<file path="src/rtl/param_memory.sv">
// rtl/param_memory.sv - word memory with sequential full-array clear and 1-cycle read responses
// Optional PARAM_MEMORY_PARITY_EN adds one stored even-parity bit per word.
module param_memory #(
  parameter int DATA_W = 8,
  parameter int ADDR_W = 5
) (
  input  logic              clk,
  input  logic              reset,
  input  logic              req_valid,
  output logic              req_ready,
  input  logic              req_write,
  input  logic [ADDR_W-1:0] req_addr,
  input  logic [DATA_W-1:0] req_wdata,
  input  logic              clr_req,
  input  logic              inj_perr,
  output logic              rsp_valid,
  output logic [DATA_W-1:0] rsp_rdata,
  output logic              rsp_perr,
  output logic              busy
);

  localparam int DEPTH = 1 << ADDR_W;
`ifdef PARAM_MEMORY_PARITY_EN
  localparam int MEM_W = DATA_W + 1;
`else
  localparam int MEM_W = DATA_W;
`endif

  typedef enum logic {ST_CLEAR, ST_IDLE} state_t;

  state_t            state_q, state_d;
  logic [ADDR_W-1:0] clr_addr_q, clr_addr_d;
  logic              req_ready_q, req_ready_d;
  logic              busy_q, busy_d;
  logic              rsp_valid_q, rsp_valid_d;
  logic [DATA_W-1:0] rsp_rdata_q, rsp_rdata_d;
  logic              rsp_perr_q, rsp_perr_d;

  logic [MEM_W-1:0]  mem_q [DEPTH];
  logic [MEM_W-1:0]  mem_d;
  logic              mem_we;
  logic [ADDR_W-1:0] mem_waddr;
  logic [MEM_W-1:0]  rd_word;
  logic [MEM_W-1:0]  wr_word;
  logic              rd_perr;

`ifdef PARAM_MEMORY_PARITY_EN
  // Stored bit makes the word even; inj_perr flips it to plant a detectable error.
  assign wr_word = {(^req_wdata) ^ inj_perr, req_wdata};
  assign rd_perr = rd_word[DATA_W] != (^rd_word[DATA_W-1:0]);
`else
  logic unused_inj;
  assign unused_inj = inj_perr;
  assign wr_word    = req_wdata;
  assign rd_perr    = 1'b0;
`endif

  always_comb begin
    state_d     = state_q;
    clr_addr_d  = clr_addr_q;
    rsp_valid_d = 1'b0;
    rsp_rdata_d = rsp_rdata_q;
    rsp_perr_d  = 1'b0;
    mem_we      = 1'b0;
    mem_waddr   = clr_addr_q;
    mem_d       = '0;
    rd_word     = mem_q[req_addr];
    case (state_q)
      ST_CLEAR: begin
        mem_we     = 1'b1;
        clr_addr_d = clr_addr_q + 1'b1;
        if (clr_addr_q == '1) begin
          state_d = ST_IDLE;
        end
      end
      default: begin
        if (clr_req) begin
          state_d    = ST_CLEAR;
          clr_addr_d = '0;
        end else if (req_valid) begin
          if (req_write) begin
            mem_we    = 1'b1;
            mem_waddr = req_addr;
            mem_d     = wr_word;
          end else begin
            rsp_valid_d = 1'b1;
            rsp_rdata_d = rd_word[DATA_W-1:0];
            rsp_perr_d  = rd_perr;
          end
        end
      end
    endcase
    req_ready_d = (state_d == ST_IDLE);
    busy_d      = (state_d == ST_CLEAR);
  end

  always_ff @(posedge clk or posedge reset) begin
    if (reset) begin
      state_q     <= ST_CLEAR;
      clr_addr_q  <= '0;
      req_ready_q <= 1'b0;
      busy_q      <= 1'b1;
      rsp_valid_q <= 1'b0;
      rsp_rdata_q <= '0;
      rsp_perr_q  <= 1'b0;
    end else begin
      state_q     <= state_d;
      clr_addr_q  <= clr_addr_d;
      req_ready_q <= req_ready_d;
      busy_q      <= busy_d;
      rsp_valid_q <= rsp_valid_d;
      rsp_rdata_q <= rsp_rdata_d;
      rsp_perr_q  <= rsp_perr_d;
    end
  end

  // Array is initialised by the clear sweep that always follows reset, so it carries no reset.
  always_ff @(posedge clk) begin
    if (mem_we) begin
      mem_q[mem_waddr] <= mem_d;
    end
  end

  assign req_ready = req_ready_q;
  assign busy      = busy_q;
  assign rsp_valid = rsp_valid_q;
  assign rsp_rdata = rsp_rdata_q;
  assign rsp_perr  = rsp_perr_q;

endmodule

</file>
<file path="config.mk">
export PLATFORM = sky130hd
export DESIGN_NAME = param_memory
export DESIGN_NICKNAME = d
export VERILOG_FILES = /design/src/rtl/param_memory.sv
export SDC_FILE = /design/constraint.sdc
export NUM_CORES = 1
export LEC_CHECK = 0
export CORE_ASPECT_RATIO = 0.9
export CORE_UTILIZATION = 60
export DETAILED_ROUTE_END_ITERATION = 10
export DONT_BUFFER_PORTS = 1
export PLACE_DENSITY = 0.81
export SLEW_MARGIN = 20
export SYNTH_ARGS = -nofsm -noshare
export SYNTH_HDL_FRONTEND = slang
export SYNTH_SLANG_ARGS = --single-unit
</file>
<file path="constraint.sdc">
create_clock -name clk -period 2.51 [get_ports clk]
set_input_delay 0.251 -clock clk [delete_from_list [all_inputs] [get_ports clk]]
set_output_delay 0.251 -clock clk [all_outputs]
set_load 0.005 [all_outputs]
</file>
==> results.json, run 1 <==
{
  "cp-end-kind": "register",
  "post-place-ws_ns": 0.0488,
  "detail_route.wirelength_microns": 23100,
  "die-area_sq_um": 18900,
  "grtUsageTotal": 0.260,
  "synth-seq-area-share": 0.735,
  "postRouteAntennaNets": 0,
  "start_kind": "register",
  "fin_worst_skew_ns": 0.0133,
  "placement_rows": 46,
  "number_of_buffers_created_by_cts": 26,
  "largest_fanout_on_the_critical_path": 8,
  "first_iter_violations": 637,
  "worst_pin_slew_ns": 0.874,
  "cell_type_with_the_largest_total_area_after_synthesis": "edfxtp_1",
  "synth.avg_cell_area_sq_um": 17.2,
  "final_layout_size_suffix_gt1_frac": 0.146,
  "htree_levels": 1,
  "post_synth_instance_area_sq_um": 11000,
  "route.vias.total": 5930,
  "clock_power_share": 0.350,
  "grt_setup_unrepaired": "false",
  "timing.final.crit_share": 0.936,
  "boundary_pins": 31,
  "post_synth_main_area_contributors": "edfxtp_1 (70%), mux2i_1 (12%), dfrtp_1 (3.4%)",
  "coreArea_sq_um": 17800,
  "place.gp.congestion": 0.858,
  "globalRoute.totalOverflow": 0,
  "timing_hold_violations_final": 0,
  "switching_share": 0.244,
  "yosys-top-cells-count": "edfxtp_1 (256), mux2i_1 (131), nor2_1 (38), a22oi_1 (32), a22o_1 (18)",
  "die_height_microns": 130,
  "final-setup-viol-count": 0,
  "finalSetupTns_ns": 0,
  "postLayoutCellArea_sq_um": 12300,
  "pwr-share-seq": 0.520,
  "vias_in_the_first_global_route": 6117,
  "synth.distinct_cells": 42,
  "fmax_mhz": 426,
  "cell_internal_pwr_w": 0.00823,
  "run_status": "finished, final reports clean",
  "antenna_cells_inserted": 0,
  "p_total_w": 0.0109,
  "cts_tree": "yes",
  "netlist_instances": 640,
  "initial_core_util": 0.619,
  "synth-async-reset-ratio": 0.0588,
  "synth_edf_count": 256,
  "timing.hold.worst.class": "in2reg",
  "final-instance-count-excl-fill": 945,
  "dp.cells": 895,
  "die_width_microns": 145,
  "areaGrowthSynthToFinish_pct": 11.5,
  "multi_input_comb_area_sq_um": 2620,
  "detail_route.drc_violations": 0,
  "detailed_place.area_sq_um": 11400,
  "final-max-slew-violation-count": 0,
  "power.share.combinational": 0.131,
  "synth-seq-cells": 272,
  "total_power_per_unit_cell_area_nw_per_um2": 887,
  "mappedNetlistNets": 661,
  "max-slew-margin-rel": 0.417,
  "power.static_leakage_nw": 4.65,
  "post_drt_via_cell_ratio": 6.28,
  "drv.max_cap_violation_count": 0,
  "ys_dominant_reg_cell": "edfxtp_1",
  "clk_pin_slew_ns": 0.06,
  "cts-root-buf": "clkbuf_16",
  "grt_pass1_wl_microns": 35200,
  "critical_path_class": "reg2reg",
  "num_clock_sinks": 272,
  "yosysWarnings": 0,
  "timing.critical_path.arrival_ns": 2.58,
  "post-cts-setup-buffer-count": 0,
  "synth_top_area_frac": 0.699,
  "final_nets": 706,
  "switching_power_w": 0.00266,
  "worst_skew_pair_latency_ns": 0.53,
  "place.port_buffers": 0,
  "dr.pass1.iters": 5,
  "final_period_minus_worst_setup_slack_ns": 2.35,
  "synthMostInstantiatedCell": "edfxtp_1",
  "critical_path_rt_ns": 2.74,
  "cts_buffer_depth": 3,
  "post-route-worst-setup-slack_ns": 0.162,
  "register_area_sq_um": 8090,
  "antenna_found_initial": 0,
  "routed_wire_length_per_instance_microns": 24.5,
  "fillers": 1058,
  "hpwl_microns": 14100,
  "vdd.ir_drop.worst_mv": 0.747,
  "grt_max_degree": 132
}
## area by class of cell
class,instances,share of cell area
clock buffers,44,0.0619
clock inverters,4,0.00561
inverters,7,0.00214
multi-input cells,324,0.213
flip-flops and latches,272,0.659
well taps,240,0.0245
repair buffers,54,0.0334
## timing repair
action                                  4_1_cts  5_1_grt
endpoints found under the setup margin        7        0
hold endpoints to repair                     16        0
hold buffers                                  2        0
gates resized for setup                       1        0
## cells by family after synthesis
| group | after synthesis | share of synthesized area |
|---|---|---|
| adders and majority gates | 2 | 0.00227 |
| and+or+nand+nor | 81 | 0.0345 |
| AOI/OAI and AO/OA | 108 | 0.0792 |
| muxes | 132 | 0.121 |
| other | 1 | 0.000341 |
| DFF | 272 | 0.735 |
| buffers and inverters | 44 | 0.0281 |
## sequential cells by signal, summed over array words and instances, names as in the netlist
register / count
rsp_rdata: 8
busy: 1
mem_q: 256
clr_addr_q: 5
req_ready: 1
rsp_valid: 1
## path summary, 6_finish.rpt
path                                    from  slack (ns)           end  cells after the start
worst min-delay path             req_addr[4]        0.21  rsp_rdata[0]                      3
min in group asynchronous              reset        0.29     req_ready                      2
worst max register to register     req_ready        0.16  mem_q[17][7]                      5
worst min register to register  rsp_rdata[0]        0.52  rsp_rdata[0]                      2
worst max-delay path               req_ready        0.16  mem_q[17][7]                      5
max in group asynchronous              reset        1.73  rsp_rdata[2]                      2
## power by group through the flow
| stage | Clock, W | Sequential (W) | Combinational (W) |
|---|---|---|---|
| floorplan | 0 | 0.00567 | 0.000932 |
| global placement | 0 | 0.00570 | 0.00130 |
| detailed placement | 0 | 0.00574 | 0.00138 |
| CTS | 0.00383 | 0.00565 | 0.00141 |
| global route | 0.00400 | 0.00568 | 0.00152 |
| finish | 0.00381 | 0.00566 | 0.00142 |
## cell usage in the layout (no fill, tap or decap), drive strengths merged, types with 2 or more instances in the layout
cell / netlist / routed
a221oi: 16 / 16
nand2: 16 / 16
o21ai: 3 / 3
nor2: 38 / 38
bufinv: 0 / 2
a22oi: 32 / 32
a22o: 18 / 18
o22ai: 8 / 8
a21oi: 17 / 17
and2: 9 / 9
dlygate4sd3: 0 / 2
mux2i: 131 / 131
nand2b: 2 / 2
o41ai: 8 / 8
a31oi: 4 / 4
clkbuf: 8 / 44
ha: 2 / 2
or3: 2 / 2
buf: 29 / 52
edfxtp: 256 / 256
clkinv: 0 / 2
nor2b: 2 / 2
nand3: 4 / 4
and3: 3 / 3
dfrtp: 15 / 15
inv: 7 / 7
## per-stage QoR
| stage | util | hold slack (ns) |
|---|---|---|
| 2_1_floorplan | - | 0.164 |
| 3_3_place_gp | 0.642 | 0.277 |
| 3_5_place_dp | 0.642 | 0.294 |
| 4_1_cts | 0.690 | 0.205 |
| 5_1_grt | 0.690 | 0.220 |
| 6_report | 0.690 | 0.213 |
## worst max-delay path, stage by stage (launching register included)
cell and delay [ns]:
dfrtp_1 0.34, and4b_1 0.40, mux2i_1 0.54, nand3_1 0.34, nor2_1 0.22, buf_4 0.20
## metal layers
layer	part of all wire	vias to the layer above	GRT usage	routed length, microns
met1	0.40	2944	0.364	9310
li1	-	2634	-	-
met5	0	-	0	0
met2	0.47	302	0.421	11000
met3	0.090	50	0.0423	2080
met4	0.033	0	0.0916	765
No activity file was read; power rests on OpenSTA's default activity.
==> run 2, diff against run 1 <==
- ABC_AREA: unset -> 1
==> run 2 against run 1 <==
Net effect:
- worst setup slack improved by 0.23 ns
- clock skew fell by 0.00091 ns
- core utilization fell by 0.52 points
- first-iteration DRC count rose by 65%
- routed wire length rose by 9.5%
- critical path type unchanged
==> results.json, run 2 <==
{
  "min_delay_path_depth": 4,
  "grt_setup_unrepaired": "false",
  "final-instance-count-excl-fill": 1292,
  "initial_core_util": 0.612,
  "critical_path_class": "reg2reg",
  "fmax_mhz": 472,
  "timing.hold.worst.class": "in2reg",
  "htree_levels": 1,
  "detail_route.wirelength_microns": 25300,
  "globalRouteMet2Util": 0.436,
  "cell_count_of_the_worst_reg_to_reg_path": 6,
  "worstHoldStart": "req_addr[3]",
  "yosysWarnings": 0,
  "synth_edf_count": 256,
  "timing.final.crit_share": 0.845,
  "post_cts_resized": 0,
  "cell_type_with_the_largest_total_area_after_synthesis": "edfxtp_1",
  "place.gp.congestion": 0.893,
  "fin_worst_skew_ns": 0.0124,
  "run_status": "finished, final reports clean",
  "cts_tree": "yes",
  "post-cts-setup-buffer-count": 0,
  "hpwl_microns": 14600,
  "power.static_leakage_nw": 4.84,
  "number_of_buffers_created_by_cts": 26,
  "boundary_pins": 31,
  "synth.avg_cell_area_sq_um": 11.3,
  "final-setup-viol-count": 0,
  "vias_in_the_first_global_route": 7082,
  "drv.max_cap_violation_count": 0,
  "grt_max_degree": 131,
  "worst_skew_pair_latency_ns": 0.53,
  "start_kind": "register",
  "worstReg2RegEnd": "mem_q[30][6]",
  "final_layout_size_suffix_gt1_frac": 0.116,
  "detail_route.drc_violations": 0,
  "antenna_found_initial": 0,
  "synth-seq-area-share": 0.718,
  "worstHoldEndpoint": "rsp_rdata[2]",
  "route.vias.total": 7535,
  "largest_register_ff_count": 256,
  "grtUsageTotal": 0.269,
  "postLayoutCellArea_sq_um": 12600,
  "dp.cells": 1239,
  "globalRoute.totalOverflow": 0,
  "commonest_non_fill_non_tap_cells_in_the_layout": "nand2_1 (352), edfxtp_1 (256), nand3_1 (217)",
  "post_synth_main_area_contributors": "edfxtp_1 (68%), nand2_1 (12%), nand3_1 (9.6%)",
  "clk_pin_slew_ns": 0.06,
  "synth-seq-cells": 272,
  "areaGrowthSynthToFinish_pct": 11.9,
  "max-slew-margin-rel": 0.523,
  "synth.distinct_cells": 25,
  "routed_wire_length_per_instance_microns": 19.6,
  "finalSetupTns_ns": 0,
  "grt_pass1_wl_microns": 39100,
  "largest_fanout_on_the_critical_path": 10,
  "multi_input_comb_area_sq_um": 2810,
  "synth_top_area_frac": 0.682,
  "ys_dominant_reg_cell": "edfxtp_1",
  "registers.top_by_ff_count": "mem_q",
  "synth-async-reset-ratio": 0.0588,
  "final_period_minus_worst_setup_slack_ns": 2.12,
  "detailed_place.area_sq_um": 11700,
  "netlist_instances": 998,
  "post_synth_instance_area_sq_um": 11300,
  "gr-usage-met1": 0.374,
  "fillers": 1253,
  "final_nets": 1050,
  "die_width_microns": 146,
  "total_power_per_unit_cell_area_nw_per_um2": 881,
  "worst_pin_slew_ns": 0.713,
  "timing_hold_violations_final": 0,
  "placement_rows": 47,
  "place.port_buffers": 0,
  "reg2reg_slack_ns": 0.39,
  "register_area_sq_um": 8090,
  "postRouteAntennaNets": 0,
  "cp-end-kind": "register",
  "die_height_microns": 132,
  "first_iter_violations": 1054,
  "critical_path.reg2reg.startpoint": "req_ready",
  "num_clock_sinks": 272,
  "coreArea_sq_um": 18400,
  "timing.critical_path.arrival_ns": 2.27,
  "cts-root-buf": "clkbuf_16",
  "layout_commonest_cell": "nand2_1",
  "mappedNetlistNets": 1019,
  "dr.pass1.iters": 6,
  "die-area_sq_um": 19300,
  "met3_usage": 0.0498,
  "yosys-top-cells-count": "nand2_1 (352), edfxtp_1 (256), nand3_1 (217), nor2_1 (42), buf_2 (41)",
  "vdd.ir_drop.worst_mv": 1.01,
  "critical_path_rt_ns": 2.66,
  "post_drt_via_cell_ratio": 5.83,
  "grt_busiest_layer": "met2",
  "final-max-slew-violation-count": 0,
  "synthMostInstantiatedCell": "nand2_1",
  "antenna_cells_inserted": 0,
  "cts_buffer_depth": 3
}
## run 2: cell count changes after synthesis, moves of 18 or more
| cell | before | now |
|---|---|---|
| inv_1 | 6 | 25 |
| mux2i_1 | 131 | 1 |
| a22oi_1 | 32 | 0 |
| nand2_1 | 16 | 352 |
| nand3_1 | 4 | 217 |
| a22o_1 | 18 | 0 |
| buf_2 | 8 | 41 |
## run 2: worst max-delay path: stages (launching register included)
cell and delay [ns]:
dfrtp_1 0.48, nand2_2 0.22, nand2_1 0.13, o21ai_2 0.08
nor2_1 0.15, nand2_1 0.12, nor2_1 0.57
## run 2: cell type report
cell class | count | area share
Tap cell | 245 | 0.0243
Clock inverter | 10 | 0.00457
Inverter | 29 | 0.00873
Clock buffer | 36 | 0.0587
Multi-Input combinational cell | 642 | 0.223
Timing Repair Buffer | 58 | 0.0389
Sequential cell | 272 | 0.642
## run 2: power breakdown
| part | total (W) | switching [W] | internal (W) |
|---|---|---|---|
| registers | 0.00579 | 0.000204 | 0.00559 |
| clock network | 0.00365 | 0.00159 | 0.00206 |
| logic | 0.00167 | 0.00115 | 0.000522 |
## run 2: cells by family (layout without fill, tap and decap cells)
kind of cell / count (synthesis) / count (layout) / synth area share
multiplexers: 1 / 1 / 0.000889
adder cells (fa/ha/maj): 2 / 2 / 0.00222
flip-flops: 272 / 272 / 0.718
AO/OA/AOI/OAI: 13 / 13 / 0.00777
buffers and inverters: 84 / 133 / 0.0339
AND/OR/NAND/NOR: 625 / 625 / 0.237
other: 1 / 1 / 0.000333
## run 2: how the worst max path moves through the flow
stage | start | to | depth (start not counted)
5_1_grt | req_ready | mem_q[30][2] | 6
4_1_cts | req_ready | mem_q[30][5] | 6
3_5_place_dp | req_ready | mem_q[30][5] | 6
2_1_floorplan | req_ready | mem_q[0][0] | 3
6_report | req_ready | mem_q[30][6] | 6
3_3_place_gp | req_ready | mem_q[30][4] | 6
## run 2: metrics by stage
step	setup WS (ns)	power (W)	hold WS, ns	utilization
floorplan	0.621	0.00690	0.164	-
global placement	0.457	0.00743	0.252	0.638
detailed placement	0.434	0.00751	0.266	0.638
CTS	0.421	0.0111	0.00394	0.685
global route	0.272	0.0115	0.0298	0.685
finish	0.390	0.0111	0.0158	0.685
## run 2: what timing repair did
| action | CTS | global route |
|---|---|---|
| endpoints found under the setup margin | 0 | 0 |
| hold buffers | 7 | 0 |
| hold endpoints to repair | 28 | 0 |
## run 2: per-layer routing
layer	up-vias	wire length, microns	share of wire
li1	3502	-	-
met3	51	2530	0.10
met4	0	569	0.022
met2	388	12400	0.49
met1	3594	9800	0.39
met5	-	0	0
